[config.mk]
export PLATFORM = sky130hd
export DESIGN_NAME = bcd_sabit_nokta_kodlayici
export DESIGN_NICKNAME = d
export VERILOG_FILES = /design/src/rtl/sabit_nokta_pkg.sv /design/src/rtl/bcd_carp10_topla.sv /design/src/rtl/bcd_sabit_nokta_kodlayici.sv
export SDC_FILE = /design/constraint.sdc
export NUM_CORES = 1
export LEC_CHECK = 0
export CAP_MARGIN = 20
export CORE_MARGIN = 3
export CORE_UTILIZATION = 56
export DETAILED_ROUTE_END_ITERATION = 10
export PLACE_DENSITY = 0.91
export SLEW_MARGIN = 25
export SYNTH_ARGS = -nofsm -noshare
export SYNTH_HDL_FRONTEND = slang
export SYNTH_SLANG_ARGS = --single-unit
[constraint.sdc]
create_clock -name clk -period 4.25 [get_ports clk]
set_input_delay 0.85 -clock clk [delete_from_list [all_inputs] [get_ports clk]]
set_output_delay 0.85 -clock clk [all_outputs]
set_load 0.01 [all_outputs]
[src/rtl/sabit_nokta_pkg.sv]
// Shared definitions for the 8.2 fixed-point <-> BCD conversion chain.
package sabit_nokta_pkg;

    // Encoder FSM states
    typedef enum logic [3:0] {
        IDLE  = 4'd0,
        CARP1 = 4'd1,
        CARP2 = 4'd2,
        KESIR = 4'd3,
        YUV0  = 4'd4,
        YUV1  = 4'd5,
        YUV2  = 4'd6,
        YUV3  = 4'd7,
        SON   = 4'd8
    } durum_t;

    // One quarter expressed in hundredths, and the half-quarter rounding offset
    localparam logic [6:0] ONDA_BOLUM = 7'd25;
    localparam logic [6:0] YUVARLAMA  = 7'd12;

    // Largest integer part representable in the 8.2 format
    localparam logic [9:0] MAKS_TAM   = 10'd255;

    // 8.2 format widths, shared with the divider
    localparam int SN_TAM_GEN   = 8;
    localparam int SN_KESIR_GEN = 2;
    localparam int SN_TOPLAM    = SN_TAM_GEN + SN_KESIR_GEN;

    // A BCD digit is valid only in the range 0..9
    function automatic logic bcd_gecerli(input logic [3:0] hane);
        return (hane <= 4'd9);
    endfunction

endpackage

[src/rtl/bcd_carp10_topla.sv]
// Combinational multiply-by-ten-and-add: cikis = giris*10 + hane (10-bit).
module bcd_carp10_topla (
    input  logic [9:0] giris,
    input  logic [3:0] hane,
    output logic [9:0] cikis
);

    // x*10 = x*8 + x*2; operands never exceed 99*10+9, so 10 bits suffice
    always_comb begin
        cikis = (giris << 3) + (giris << 1) + {6'b0, hane};
    end

endmodule

[src/rtl/bcd_sabit_nokta_kodlayici.sv]
// Sequential encoder: 3.2-digit BCD (000.00..255.99) to unsigned 8.2 fixed point,
// fraction rounded to the nearest quarter with ties rounding up.
module bcd_sabit_nokta_kodlayici
    import sabit_nokta_pkg::*;
#(
    parameter int TAM_GEN   = 8,
    parameter int KESIR_GEN = 2,
    parameter int DOYMA     = 1
) (
    input  logic                         clk,
    input  logic                         rst_n,
    input  logic                         baslat,
    input  logic [3:0]                   yuzler,
    input  logic [3:0]                   onlar,
    input  logic [3:0]                   birler,
    input  logic [3:0]                   ondalik1,
    input  logic [3:0]                   ondalik2,
    output logic                         mesgul,
    output logic                         hazir,
    output logic [TAM_GEN+KESIR_GEN-1:0] sonuc,
    output logic                         hata,
    output logic                         tasma
);

    localparam int SONUC_W = TAM_GEN + KESIR_GEN;

    durum_t     durum, durum_sonraki;
    logic       yakala;

    logic [3:0] yuz_r, on_r, bir_r, d1_r, d2_r;
    logic       gecersiz_r;
    logic [9:0] acc;
    logic [6:0] h;
    logic [2:0] q;

    logic [9:0] carp_giris;
    logic [3:0] carp_hane;
    logic [9:0] carp_cikis;

    logic [2:0] q_son;
    logic       tam_tasi;
    logic [9:0] t_son;
    logic [1:0] f_son;

    // Out-of-range integer part: saturate to all-ones or force zero
    function automatic logic [SONUC_W-1:0] doyur(input logic [9:0] t, input logic [1:0] f);
        if (t > MAKS_TAM)
            return (DOYMA != 0) ? '1 : '0;
        else
            return {t[TAM_GEN-1:0], f};
    endfunction

    bcd_carp10_topla u_carp10 (
        .giris (carp_giris),
        .hane  (carp_hane),
        .cikis (carp_cikis)
    );

    // State register
    always_ff @(posedge clk or negedge rst_n) begin
        if (!rst_n)
            durum <= IDLE;
        else
            durum <= durum_sonraki;
    end

    // Next state; SON (the hazir cycle) accepts a new start so back-to-back runs lose no cycle
    always_comb begin
        durum_sonraki = durum;
        yakala        = 1'b0;
        case (durum)
            IDLE, SON: begin
                if (baslat) begin
                    yakala        = 1'b1;
                    durum_sonraki = CARP1;
                end else begin
                    durum_sonraki = IDLE;
                end
            end
            CARP1:   durum_sonraki = gecersiz_r ? SON : CARP2;
            CARP2:   durum_sonraki = KESIR;
            KESIR:   durum_sonraki = YUV0;
            YUV0:    durum_sonraki = YUV1;
            YUV1:    durum_sonraki = YUV2;
            YUV2:    durum_sonraki = YUV3;
            YUV3:    durum_sonraki = SON;
            default: durum_sonraki = IDLE;
        endcase
    end

    // Operand mux for the shared multiply-by-ten adder
    always_comb begin
        carp_giris = {6'b0, yuz_r};
        carp_hane  = on_r;
        case (durum)
            CARP2: begin
                carp_giris = acc;
                carp_hane  = bir_r;
            end
            KESIR: begin
                carp_giris = {6'b0, d1_r};
                carp_hane  = d2_r;
            end
            default: ;
        endcase
    end

    // Final result, folding in the last subtraction step so it can be registered leaving YUV3
    always_comb begin
        q_son    = (h >= ONDA_BOLUM) ? q + 3'd1 : q;
        tam_tasi = (q_son == 3'd4);
        t_son    = acc + {9'b0, tam_tasi};
        f_son    = tam_tasi ? 2'b00 : q_son[1:0];
    end

    // Datapath: digit capture, integer accumulation and quarter counting
    always_ff @(posedge clk) begin
        if (yakala) begin
            yuz_r      <= yuzler;
            on_r       <= onlar;
            bir_r      <= birler;
            d1_r       <= ondalik1;
            d2_r       <= ondalik2;
            gecersiz_r <= !(bcd_gecerli(yuzler) && bcd_gecerli(onlar) && bcd_gecerli(birler)
                            && bcd_gecerli(ondalik1) && bcd_gecerli(ondalik2));
        end
        case (durum)
            CARP1, CARP2: acc <= carp_cikis;
            KESIR: begin
                h <= carp_cikis[6:0] + YUVARLAMA;
                q <= 3'd0;
            end
            YUV0, YUV1, YUV2, YUV3: begin
                if (h >= ONDA_BOLUM) begin
                    h <= h - ONDA_BOLUM;
                    q <= q + 3'd1;
                end
            end
            default: ;
        endcase
    end

    // Registered status and result outputs
    always_ff @(posedge clk or negedge rst_n) begin
        if (!rst_n) begin
            mesgul <= 1'b0;
            hazir  <= 1'b0;
            hata   <= 1'b0;
            tasma  <= 1'b0;
            sonuc  <= '0;
        end else begin
            hazir <= 1'b0;
            if (yakala)
                mesgul <= 1'b1;
            if (durum == CARP1 && gecersiz_r) begin
                mesgul <= 1'b0;
                hazir  <= 1'b1;
                hata   <= 1'b1;
                tasma  <= 1'b0;
                sonuc  <= '0;
            end else if (durum == YUV3) begin
                mesgul <= 1'b0;
                hazir  <= 1'b1;
                hata   <= 1'b0;
                tasma  <= (t_son > MAKS_TAM);
                sonuc  <= doyur(t_son, f_son);
            end
        end
    end

endmodule

==> metrics.yaml, run 1 <==
status:
  status: "finished, final reports clean"
clock_tree:
  cts_hold_buf: 0
  cts-htree-levels: 3
  cts_tree: "yes"
  clock_latency_ps: 340
  postCtsSetupBuffers: 0
  cts.sinks: 59
  clockRootBuffer: "clkbuf_8"
  cts.repair.resized: 0
  clockBufferDepth: 2
  clkTransAtPathRegs_ps: 70
  cts_buffers: 9
floorplan:
  num_rows: 26
  ioPinCount: 37
  die-area_um2: 6560
  fp.dieH_um: 81.0
  die_x_um: 81.0
  core_um2: 5270
  initial_core_util_pct: 59.7
final_layout:
  finalCoreUtilization_pct: 72.2
  drive_gt1_share_pct: 6.61
  final_cells: 418
  syn_to_final_growth_pct: 20.9
  final_area_um2: 3810
  nets: 388
  n_antenna_cell: 0
setup_path:
  critPathLaunch: "durum[0]"
  reg2reg_from: "durum[0]"
  startpoint_type: "flip-flop"
  crit_fanout: 16
  cp_top_family: "adder cells"
  slowest_stage: "dfrtp_1"
  worstPathRequired_ps: 4300
  path_cells: "nand3_1, nor2_1, nor3_1, fa_1, inv_1, fa_1, xnor2_1, nand2b_1, a211oi_1, xnor2_1, a21oi_1"
  crit_arrival_ps: 3650
  critPathKind: "flip-flop to flip-flop"
  critPathCaptureType: "flip-flop"
  critPathBufInv: 1
  cpPeakStageDelay_ps: 640
power:
  peakVddDrop_mv: 0.411
  combinationalPowerShare_pct: 48.4
  switching_share_pct: 38.6
  p_switching_mw: 1.30
  intPower_mw: 2.07
  power_density_nw_per_um2: 885
  leakage_nw: 1.56
  pwr-share-seq_pct: 35.0
  clock_power_share_pct: 16.6
timing:
  layout_min_cycle_time_ps: 3590
  fmaxAchievable_mhz: 278
  relSlewSlack_pct: 47.2
  finalClockSkew_ps: 9.54
  timing.setup.tns_ps: 0
  final-setup-viol-count: 0
  rsz0062_at_grt: "false"
  tightest_slew_ps: 789
  final_hold_viol_count: 0
  drv_slew: 0
  fin_crit_sh_pct: 84.6
  holdWs_ps: 487
synthesis:
  synth_most_common_cell: "nor2_1"
  synth_edf_count: 41
  synth_top_area_cell: "edfxtp_1"
  synthTopCellsByArea: "edfxtp_1, dfrtp_1, ha_1"
  ys_warn_count: 0
  synth.distinct_cells: 37
  synth_ff_type: "edfxtp_1"
  synth_nets: 348
  synth.avg_cell_area_um2: 10.4
  ys_ff_latch: 59
  synth_cells: 303
  ys_top_cells_by_count: "nor2_1, edfxtp_1, nand2_1"
  synth_top_area_share_pct: 39.1
  syn_area_um2: 3150
  ys_async_sr_fraction_pct: 30.5
  synth-seq-area-share_pct: 53.4
placed_design:
  dpl.cell_count: 402
  port_buffers: 36
  place_congestion: 0.892
  postPlaceCellArea_um2: 3590
  dpl.hpwl_um: 4550
route:
  via_count: 2277
  drtPass1Iterations: 4
  routedWlPerCell_um: 14.2
  final_antenna_net_count: 0
  via_per_inst: 5.45
  wirelength_um: 5950
  drt-initial-drc-count: 100
  drc_errors: 0
global_route:
  antenna_found_initial: 0
  first_global_vias: 2237
  grt_max_degree: 23
  overflow: 0
  grt_pass1_wl_um: 10200
  grtUsageTotal_pct: 21.0
flow_run:
  drv_cap: 0
min_path:
  min_path_type: "flip-flop to flip-flop"
  hold_start: "sonuc[6]"
-- cell usage in the layout (no fill, tap or decap), drive strengths merged, types with 3 or more instances in the layout --
cell	count
o21ai	24
or2	3
xnor2	12
nand4	3
a31oi	4
buf	3
nand2	27
nor3	18
nand2b	7
dfrtp	18
edfxtp	41
xor2	13
and2	5
clkbuf	12
nor2	42
clkdlybuf4s50	36
a21oi	10
ha	20
nand3	7
inv	15
-- per-layer routing --
metal,track usage [%],wire (um)
met5,0,0
met4,11.3,202
met3,6.43,291
met2,33.6,2880
met1,25.5,2580
-- sequential cells by signal, summed over array words and instances (netlist names) --
register and flops:
d1_r 4, on_r 4, hata 1, gecersiz_r 1, d2_r 4, bir_r 4, sonuc 10, acc 10
yuz_r 4, durum 4, q 3, h 7, mesgul 1, tasma 1, hazir 1
-- cell families (layout without fill, tap and decap cells) --
| logic type | Yosys count | in the layout | synth area share (%) |
|---|---|---|---|
| compound gates | 49 | 49 | 8.94 |
| xor+xnor | 25 | 25 | 6.96 |
| fa+ha+maj | 22 | 22 | 9.22 |
| buf+inv | 25 | 70 | 2.98 |
| flops | 59 | 59 | 53.4 |
| mux | 2 | 2 | 0.676 |
| simple gates | 121 | 121 | 17.8 |
-- worst min-delay path, delay by kind of cell (launching register included) --
| family | cells | cell delay (ps) |
|---|---|---|
| flops | 1 | 340 |
| simple gates | 1 | 50 |
| compound gates | 1 | 60 |
-- power groups by stage --
stage               combinational [mW]  sequential [mW]  clock (mW)
floorplan                         1.19             1.15           0
global placement                  1.59             1.17           0
detailed placement                1.63             1.19           0
CTS                               1.64             1.18       0.571
global route                      1.87             1.21       0.604
finish                            1.63             1.18       0.560
-- path summary, 6_finish.rpt --
path	end	slack, ps	cells past startpoint
max	h[6]	660	11
min	sonuc[6]	490	2
max reg2reg	h[6]	660	11
min reg2reg	sonuc[6]	490	2
max in group asynchronous	sonuc[8]	2790	1
min in group asynchronous	sonuc[1]	970	1
-- cell type report --
cell class / instances / area, um^2
inverters: 15 / 56.3
well taps: 70 / 87.6
repair buffers: 39 / 383
clock inverters: 4 / 73.8
flip-flops and latches: 59 / 1680
clock buffers: 12 / 145
multi-input cells: 219 / 1380
fillers: 396 / 1460
-- metrics by stage --
step / power (mW) / setup slack, ps
3_3_place_gp: 2.76 / 826
4_1_cts: 3.39 / 665
5_1_grt: 3.68 / 259
2_1_floorplan: 2.33 / 569
3_5_place_dp: 2.82 / 684
6_report: 3.37 / 657
(Power assumes the default switching activity.)
==> run 2, diff against run 1 <==
- clock period: 4.25 -> 3.56 ns (I/O delays scaled with it)
==> metrics.yaml, run 2 (same netlist as run 1, synthesis figures left out) <==
setup_path:
  slowest_stage: "dfrtp_1"
  reg2reg_from: "durum[3]"
  path_cells: "nor2_4, and2_2, nor2_1, nor3_2, fa_1, inv_1, fa_1, ha_1, nand2b_1, a211oi_2, xnor2_1, a21oi_1"
  reg2reg_slack_ps: 260
  cpPeakStageDelay_ps: 460
  r2r_cells: 12
  worstPathRequired_ps: 3620
  crit_fanout: 8
  crit_arrival_ps: 3360
  critPathKind: "flip-flop to flip-flop"
  reg2reg_to: "h[6]"
  critPathCaptureType: "flip-flop"
  cp_common_cell: "fa_1"
  startpoint_type: "flip-flop"
final_layout:
  reg.largest.list: "acc: 10 flops, sonuc: 10 flops, h: 7 flops"
  multi_input_area_um2: 1440
  final_cells: 424
  most-common-layout-cells: "nor2_1, edfxtp_1, clkdlybuf4s50_1"
  syn_to_final_growth_pct: 24.0
  final_area_um2: 3910
  drive_gt1_share_pct: 11.6
  fillCellCount: 384
  nets: 394
  finalCoreUtilization_pct: 74.1
  register_area_um2: 1680
  n_antenna_cell: 0
placed_design:
  postPlaceCellArea_um2: 3620
  dpl_worst_slack_ps: -10.1
  place_congestion: 0.882
  dpl.cell_count: 407
  dpl.hpwl_um: 4770
  port_buffers: 36
floorplan:
  num_rows: 26
  core_um2: 5270
  die-area_um2: 6560
  fp.dieH_um: 81.0
  ioPinCount: 37
  initial_core_util_pct: 59.7
  die_x_um: 81.0
min_path:
  hold_start: "sonuc[9]"
  worst_hold_path.endpoint: "sonuc[9]"
  worstHoldPathCells: 2
  min_path_type: "flip-flop to flip-flop"
power:
  peakVddDrop_mv: 0.530
  power_density_nw_per_um2: 1070
  leakage_nw: 1.60
  power.total_mw: 4.18
timing:
  drv_slew: 0
  final_hold_viol_count: 0
  holdWs_ps: 488
  rsz0062_at_grt: "false"
  fin_ws_ps: 259
  timing.setup.tns_ps: 0
  relSlewSlack_pct: 44.3
  tightest_slew_ps: 833
  final-setup-viol-count: 0
  finalClockSkew_ps: 6.91
  fmaxAchievable_mhz: 303
  layout_min_cycle_time_ps: 3300
  fin_crit_sh_pct: 92.7
global_route:
  grt_max_degree: 23
  first_global_vias: 2336
  overflow: 0
  grt_pass1_wl_um: 10800
  antenna_found_initial: 0
  grtUsageTotal_pct: 22.6
route:
  routedWlPerCell_um: 15.6
  drt-initial-drc-count: 132
  wirelength_um: 6620
  via_count: 2308
  via_per_inst: 5.44
  final_antenna_net_count: 0
  drc_errors: 0
  drtPass1Iterations: 4
clock_tree:
  clockBufferDepth: 2
  cts.sinks: 59
  clock_latency_ps: 350
  cts_hold_buf: 0
  clkTransAtPathRegs_ps: 70
  cts_tree: "yes"
  clockRootBuffer: "clkbuf_8"
  cts_buffers: 9
  cts-htree-levels: 3
status:
  status: "finished, final reports clean"
flow_run:
  drv_cap: 0
run 2: worst max path at each step:
stage,slack (ps),to,depth (start not counted),start
2_1_floorplan,20,bir_r[0],1,baslat
3_3_place_gp,220,h[6],12,durum[3]
3_5_place_dp,-10,h[6],12,durum[3]
4_1_cts,50,h[6],12,durum[3]
5_1_grt,60,h[6],12,durum[3]
6_report,260,h[6],12,durum[3]
run 2: final cells by class:
class                   count  share of cell area, %
well taps                  70                   2.24
clock buffers               9                   3.17
multi-input cells         219                   36.8
inverters                  15                   1.44
flip-flops and latches     59                   43.1
clock inverters             7                   2.37
repair buffers             45                   11.0
run 2: power breakdown:
group	switching [mW]	leakage, nW	total [mW]	internal (mW)
clock network	0.283	0.103	0.674	0.391
logic	1.17	0.875	2.12	0.947
registers	0.217	0.619	1.39	1.17
run 2: timing repair:
item | in CTS | in global routing
resized for setup | 1 | 12
cloned | 0 | 0
setup buffers | 0 | 1
endpoints found under the setup margin | 1 | 13
pin swaps | 0 | 2
run 2: critical path: cells and delay by family, from the launching register on:
family / cells / cell delay (ps)
AO/OA/AOI/OAI: 2 / 270
XOR/XNOR: 1 / 140
adder cells (fa/ha/maj): 3 / 1110
buffers and inverters: 1 / 90
flip-flops: 1 / 460
AND/OR/NAND/NOR: 5 / 940
run 2: metal layers:
layer	up-vias	track usage, %	share of wire, %
met5	-	0	0
met4	0	9.46	1.5
met3	8	5.76	5.0
met2	67	39.6	53
met1	1081	26.3	41
li1	1152	-	-
